$ cat config.mk
export PLATFORM = sky130hd
export DESIGN_NAME = drum_env_voice
export DESIGN_NICKNAME = d
export VERILOG_FILES = /design/src/rtl/drum_voice_pkg.sv /design/src/rtl/sample_tick_gen.sv /design/src/rtl/drum_env_voice.sv
export SDC_FILE = /design/constraint.sdc
export NUM_CORES = 1
export LEC_CHECK = 0
export BUFFER_PORTS_ARGS = -buffer_cell sky130_fd_sc_hd__buf_2
export CORE_ASPECT_RATIO = 2
export CORE_MARGIN = 5
export CORE_UTILIZATION = 60
export CTS_CLUSTER_SIZE = 14
export DETAILED_ROUTE_END_ITERATION = 6
export PLACE_DENSITY = 0.8
export SLEW_MARGIN = 0
export SYNTH_ARGS = -nofsm -noshare
export SYNTH_HDL_FRONTEND = slang
export SYNTH_SLANG_ARGS = --single-unit
$ cat constraint.sdc
create_clock -name CLOCK_50 -period 13.2 [get_ports CLOCK_50]
set_input_delay 2.64 -clock CLOCK_50 [delete_from_list [all_inputs] [get_ports CLOCK_50]]
set_output_delay 2.64 -clock CLOCK_50 [all_outputs]
set_load 0.03 [all_outputs]
$ cat src/rtl/drum_voice_pkg.sv
// drum_voice_pkg: shared envelope state type and widths for the drum voice
package drum_voice_pkg;
  typedef enum logic [1:0] {IDLE, ATTACK, DECAY} env_state_t;
  localparam int SAMPLE_W = 24;
  localparam int LEVEL_W = 8;
  localparam logic [LEVEL_W-1:0] LEVEL_MAX = 8'd255;
endpackage

$ cat src/rtl/sample_tick_gen.sv
// sample_tick_gen: free-running divider, one-cycle tick every DIV clocks
module sample_tick_gen #(
  parameter int DIV = 1042
) (
  input  logic CLOCK_50,
  input  logic reset,
  output logic tick
);
  logic [15:0] cnt;
  assign tick = cnt == 16'(DIV - 1);
  always_ff @(posedge CLOCK_50 or posedge reset)
    if (reset) cnt <= '0;
    else cnt <= tick ? '0 : cnt + 16'd1;
endmodule

$ cat src/rtl/drum_env_voice.sv
// drum_env_voice: attack/decay enveloped sample stream to the codec write port
// Optional DROP_CNT_EN adds a saturating overrun counter on drop_count.
module drum_env_voice
  import drum_voice_pkg::*;
#(
  parameter int SAMPLE_DIV = 1042,
  parameter int ATTACK_INC = 32,
  parameter int DECAY_DIV  = 19
) (
  input  logic                CLOCK_50,
  input  logic                reset,
  input  logic                trigger,
  input  logic [SAMPLE_W-1:0] wave_in,
  input  logic                write_ready,
  output logic                write,
  output logic [SAMPLE_W-1:0] writedata_left,
  output logic [SAMPLE_W-1:0] writedata_right,
  output logic                active
`ifdef DROP_CNT_EN
  ,
  output logic [15:0]         drop_count
`endif
);
  env_state_t state, state_n, st_eff;
  logic [LEVEL_W-1:0] level, level_n, sub, sub_n, sub_eff, att_sat;
  logic [LEVEL_W:0] att_sum;
  logic trig_q, trig_rise, tick;
  logic signed [SAMPLE_W-1:0] s;
  logic signed [32:0] p;
  sample_tick_gen #(.DIV(SAMPLE_DIV)) u_tick (
    .CLOCK_50(CLOCK_50),
    .reset(reset),
    .tick(tick)
  );
  assign trig_rise = trigger & ~trig_q;
  assign active = state != IDLE;
  assign writedata_right = writedata_left;
  assign s = {~wave_in[SAMPLE_W-1], wave_in[SAMPLE_W-2:0]};
  assign p = 33'(s) * 33'($signed({1'b0, level}));
  // a retrigger takes effect before the envelope update of a coincident tick
  always_comb begin
    st_eff = trig_rise ? ATTACK : state;
    sub_eff = trig_rise ? '0 : sub;
    state_n = st_eff;
    sub_n = sub_eff;
    level_n = level;
    att_sum = {1'b0, level} + 9'(ATTACK_INC);
    att_sat = att_sum[LEVEL_W] ? LEVEL_MAX : att_sum[LEVEL_W-1:0];
    if (tick)
      case (st_eff)
        IDLE: level_n = '0;
        ATTACK: begin
          level_n = att_sat;
          state_n = att_sat == LEVEL_MAX ? DECAY : ATTACK;
        end
        DECAY:
          if (sub_eff == 8'(DECAY_DIV - 1)) begin
            sub_n = '0;
            level_n = level - 8'd1;
            state_n = level_n == '0 ? IDLE : DECAY;
          end else sub_n = sub_eff + 8'd1;
        default: state_n = IDLE;
      endcase
  end
  always_ff @(posedge CLOCK_50 or posedge reset)
    if (reset) begin
      state <= IDLE;
      level <= '0;
      sub <= '0;
      trig_q <= 1'b0;
    end else begin
      state <= state_n;
      level <= level_n;
      sub <= sub_n;
      trig_q <= trigger;
    end
  // an unaccepted sample is overwritten by the next tick and write stays high
  always_ff @(posedge CLOCK_50 or posedge reset)
    if (reset) begin
      write <= 1'b0;
      writedata_left <= '0;
    end else begin
      write <= tick | (write & ~write_ready);
      if (tick) writedata_left <= 24'(p >>> 8);
    end
`ifdef DROP_CNT_EN
  always_ff @(posedge CLOCK_50 or posedge reset)
    if (reset) drop_count <= '0;
    else if (tick && write && !write_ready && drop_count != 16'hFFFF) drop_count <= drop_count + 16'd1;
`endif
endmodule

Word-level counts from Yosys, hierarchy flattened
Index checks and enable logic that the tools add are counted.
{"block": "word_totals", "ff_bits": 60, "latch_bits": 0, "mem_bits_rw": 0, "rom_bits": 0, "inputBits": 28, "output_inout_bits": 50, "wordCells": 43, "mem_count": 0}
{"block": "classes", "n_addsub": 4, "multipliers": 1, "n_div": 0, "magnitude_cmp": 0, "n_eq_ne": 6, "n_shift": 0, "muxes": 14, "bitwise_logic": 6, "n_reduce_logical": 5}
{"op": "$mux W8", "count": 6}
{"op": "$mul A24 B9 Y32", "count": 1}
{"op": "$pmux W8 S3", "count": 1}
{"op": "$add A16 B1 Y16 const B", "count": 1}
{"op": "$eq A16 B11 Y1 const B", "count": 1}
{"op": "$mux W16", "count": 1}
{"op": "$mux W2", "count": 5}
{"op": "$add A8 B6 Y9 const B", "count": 1}
{"op": "$add A8 B1 Y8 const B", "count": 1}
{"op": "$eq A8 B5 Y1 const B", "count": 1}
{"op": "$eq A8 B8 Y1 const B", "count": 1}
{"op": "$logic_not A8 Y1", "count": 1}
{"op": "$sub A8 B1 Y8 const B", "count": 1}
{"op": "$pmux W2 S3", "count": 1}
{"op": "$not A1 Y1", "count": 3}
{"op": "$reduce_and A3 Y1", "count": 1}
{"op": "$reduce_bool A3 Y1", "count": 1}
{"op": "$and A1 B1 Y1", "count": 2}
{"op": "$eq A2 B1 Y1 const B", "count": 1}
{"op": "$eq A2 B2 Y1 const B", "count": 1}
{"op": "$logic_not A2 Y1", "count": 1}
{"op": "$ne A2 B2 Y1 const B", "count": 1}
{"op": "$reduce_bool A2 Y1", "count": 1}
{"op": "$or A1 B1 Y1", "count": 1}

Depth between registers and ports, before layout
{"block": "depth", "ltp_word": 7, "depth_mapped": 20, "depth_no_buf": 18}

Hierarchy
Synthesis repeated with hierarchy kept, for this count alone.
{"block": "hier_totals", "cells_unflattened": 1109, "area_unflattened_um2": 9794.4}
{"mod": "drum_env_voice", "instances": 1, "cells_per_inst": 1039, "area_each_um2": 9027.4, "seq_area_each_um2": 1101.1}
{"mod": "sample_tick_gen", "instances": 1, "cells_per_inst": 70, "area_each_um2": 767.0, "seq_area_each_um2": 400.4}

Worst setup path after synthesis
No wires, ideal clock.
{"block": "synth_path", "path_kind": "input-to-reg", "startpoint": "in wave_in[23]", "endpoint": "reg writedata_left[21]", "setup_ps": 95, "t_arrival_ps": 6722, "required_time_ps": 13105, "setup_slack_ps": 6383, "cell_stages": 16, "path_buffers": 1, "path_cell_list": "nand2b_1 fa_1 fa_1 inv_1 fa_1 inv_1 fa_1 inv_1 ha_1 clkbuf_1 a21o_1 or3_1 a211oi_1 nor3_1 o21a_1 o31ai_1"}
{"block": "synth_between", "elab_chain_cells": 2}
{"item": "start: declaration", "line_no": "drum_env_voice.sv:13", "text": "input logic [SAMPLE_W-1:0] wave_in,"}
{"item": "$not A1 Y1", "line_no": "drum_env_voice.sv:38", "text": "assign s = {~wave_in[SAMPLE_W-1], wave_in[SAMPLE_W-2:0]};"}
{"item": "$mul A24 B9 Y32", "line_no": "drum_env_voice.sv:39", "text": "assign p = 33'(s) * 33'($signed({1'b0, level}));"}
{"item": "end signal: assignment", "line_no": "drum_env_voice.sv:84", "text": "if (tick) writedata_left <= 24'(p >>> 8);"}
{"item": "end: declaration", "line_no": "drum_env_voice.sv:16", "text": "output logic [SAMPLE_W-1:0] writedata_left,"}
Every way passes these cells.
A chain may end at the register's enable or synchronous reset.

Final worst setup path
Ends and elaborated chain as after synthesis.

==> impl_metrics.tcl <==
set metrics [dict create \
    cpMostUsedCell "fa_1" \
    place_area_mm2 0.0103 \
    r2r_slack_ps 7530 \
    max_freq_mhz 147 \
    post_synth.cell_area_avg_um2 8.63 \
    fin_ws_ps 6390 \
    synth_area_mm2 0.00996 \
    cpPeakStageDelay_ps 610 \
    grt_pass1_vias 8384 \
    first_pass_iters 5 \
    dr_total_vias 7831 \
    vias_per_cell 5.66 \
    clock_skew_ps 7.78 \
    ir_drop_uv 55.6 \
    cts_setup_buffers 0 \
    crit_start "wave_in[23]" \
    hp-start "u_tick.cnt[15]" \
    r2r_cells 15 \
    maxSlewViolCount 0 \
    drive_gt1_share_pct 10.4 \
    wl_met3_um 874 \
    synth_top_cell_by_area "fa_1" \
    antenna_found_initial 0 \
    cp_top_family "adder cells" \
    grt_use_total_pct 25.2 \
    maxCapViolCount 0 \
    grt_max_degree 61 \
    relSlewSlack_pct 15.7 \
    final_util_pct 64.8 \
    fin_nets 1422 \
    dr_wl_met2_um 13000 \
    cp.arrival_ps 7040 \
    required_ps 13430 \
    async_flop_share_pct 100 \
    wl_met1_um 8370 \
    drc 0 \
    antennaDiodeCount 0 \
    worstSkewPairLatency_ps 340 \
    synth_top_area_share_pct 29.5 \
    slowest_stage "fa_1" \
    rsz0062_at_grt "false" \
    tritoncts "done" \
    min_path_cells 1 \
    cts_sinks 60 \
    cts_max_level 3 \
    cts_made_buffers 9 \
    topRoutingLayerUsed "met4" \
    synth.distinct_cells 72 \
    cts-root-buf "clkbuf_16" \
    powerDensity_mw_per_mm2 43.7 \
    cts_hold_buffers 0 \
    multiInputGateArea_mm2 0.00728 \
    final_cell_mix "inv_1, nand2_1, fa_1, and2_1, buf_2" \
    syn-instance-count 1154 \
    p_leak_nw 5.32 \
    endpoint "writedata_left[21]" \
    worst_pin_slew_ps 1270 \
    status "finished clean" \
    gp_congestion 0.902 \
    start_util_pct 61.2 \
    setup_viol 0 \
    synth-seq-cells 60 \
    yosysWarnings 0 \
    grt_overflow 0 \
    cp_max_fo 8 \
    avgRoutedWirePerCell_um 16.8 \
    synth-edff-count 0 \
    worst_setup_path_start_kind "input pin" \
    yosys-top-cells-area "fa_1, dfrtp_1, ha_1" \
    yosysSeqAreaShare_pct 15.1 \
    io_buffer_count 77 \
    final_common_cell "inv_1" \
    clockBufferDepth 2 \
    regArea_mm2 0.00150 \
    syn2layout_area_growth_pct 5.88 \
    coreArea_mm2 0.0163 \
    n_fill_cell 1406 \
    die_area_mm2 0.0194 \
    post-route-min-period_ps 6810 \
    die_h_um 192 \
    design_area_mm2 0.0105 \
    crit_chain "buf_2 > nand2b_1 > fa_1 > fa_1 > inv_1 > fa_1 > inv_1 > fa_1 > inv_1 > ha_1 > a21o_1 > or3_1 > a211oi_1 > nor3_1 > o21a_1 > o31ai_1" \
    endpoint_kind "register" \
    syn_nets 1401 \
    cts_resized 0 \
    drtIter0Drc 343 \
    path_buf_inv 4 \
    finalHoldViolCount 0 \
    r2r-end "writedata_left[21]" \
    fp.dieW_um 101 \
    finalSetupTns_ps 0 \
    clk_pin_slew_ps 50 \
    synth_top_flop_cell "dfrtp_1" \
    r2r-start "level[3]" \
    period_share_pct 51.6 \
    boundaryPins 78 \
    crit_type "in2reg" \
    place_ws_ps 6040 \
    ant_nets 0 \
    crit_cells 16 \
    dp_hpwl_um 18600 \
    rows 66 \
    grt_pass1_wl_um 39000 \
    hold_path.class "reg2reg" \
    wl_um 23200 \
]
## layer usage
metal | vias to the layer above | track usage, %
li1 | 3657 | -
met1 | 3872 | 27.7
met2 | 225 | 47.5
met3 | 77 | 1.82
met5 | - | 0
met4 | 0 | 12.1
## per-stage QoR
step / total power [mW] / hold WS [ps] / cells
final: 0.460 / 483 / 1384
after detailed placement: 0.242 / 474 / 1368
after floorplan: 0.222 / 443 / 1154
after CTS: 0.463 / 487 / 1384
after global placement: 0.240 / 468 / 1368
after global routing: 0.480 / 501 / 1384
## synth_stat cells, drive strengths merged (4+ instances only)
| master | n |
|---|---|
| nand2b | 15 |
| ha | 72 |
| a31oi | 5 |
| nor2b | 6 |
| a21o | 11 |
| o21bai | 4 |
| and2 | 97 |
| fa | 147 |
| nand3 | 17 |
| a21oi | 49 |
| xnor2 | 24 |
| dfrtp | 60 |
| nor3b | 4 |
| nand2 | 155 |
| buf | 39 |
| a211oi | 5 |
| nor2 | 36 |
| o21ai | 45 |
| o211ai | 5 |
| inv | 209 |
| nor3 | 13 |
| xor2 | 18 |
| clkbuf | 35 |
| and3 | 4 |
| o31ai | 6 |
| nand4 | 20 |
## worst min-delay path by stage
stage	end	slack, ps
final	u_tick.cnt[15]	480
after global routing	u_tick.cnt[15]	500
after CTS	u_tick.cnt[15]	490
after detailed placement	u_tick.cnt[15]	470
after global placement	u_tick.cnt[15]	470
after floorplan	u_tick.cnt[15]	440
## kinds of logic (layout without fill, tap and decap cells)
family	Yosys count	in the layout	synth area share (%)
AO/OA/AOI/OAI	160	160	10.5
adder cells (fa/ha/maj)	219	219	38.6
buffers and inverters	283	309	11.8
XOR/XNOR	42	42	3.69
AND/OR/NAND/NOR	390	390	20.4
flip-flops	60	60	15.1
## layout make-up
cell class                      count  area share, %
Timing Repair Buffer               84           4.15
Clock buffer                        9           2.14
Inverter                          209           7.44
Clock inverter                      7          0.546
Multi-Input combinational cell    811           69.1
Sequential cell                    60           14.2
Tap cell                          204           2.42
## flip-flops by register name (all words and copies together) (netlist names)
name	cells
writedata_left	24
u_tick.cnt	16
trig_q	1
sub	8
write	1
level	8
state	2
## report_power, final
group,internal [mW],switching (mW)
sequential,0.184,0.0000696
clock,0.129,0.0927
combinational,0.0189,0.0352
No activity file was read; power rests on OpenSTA's default activity.
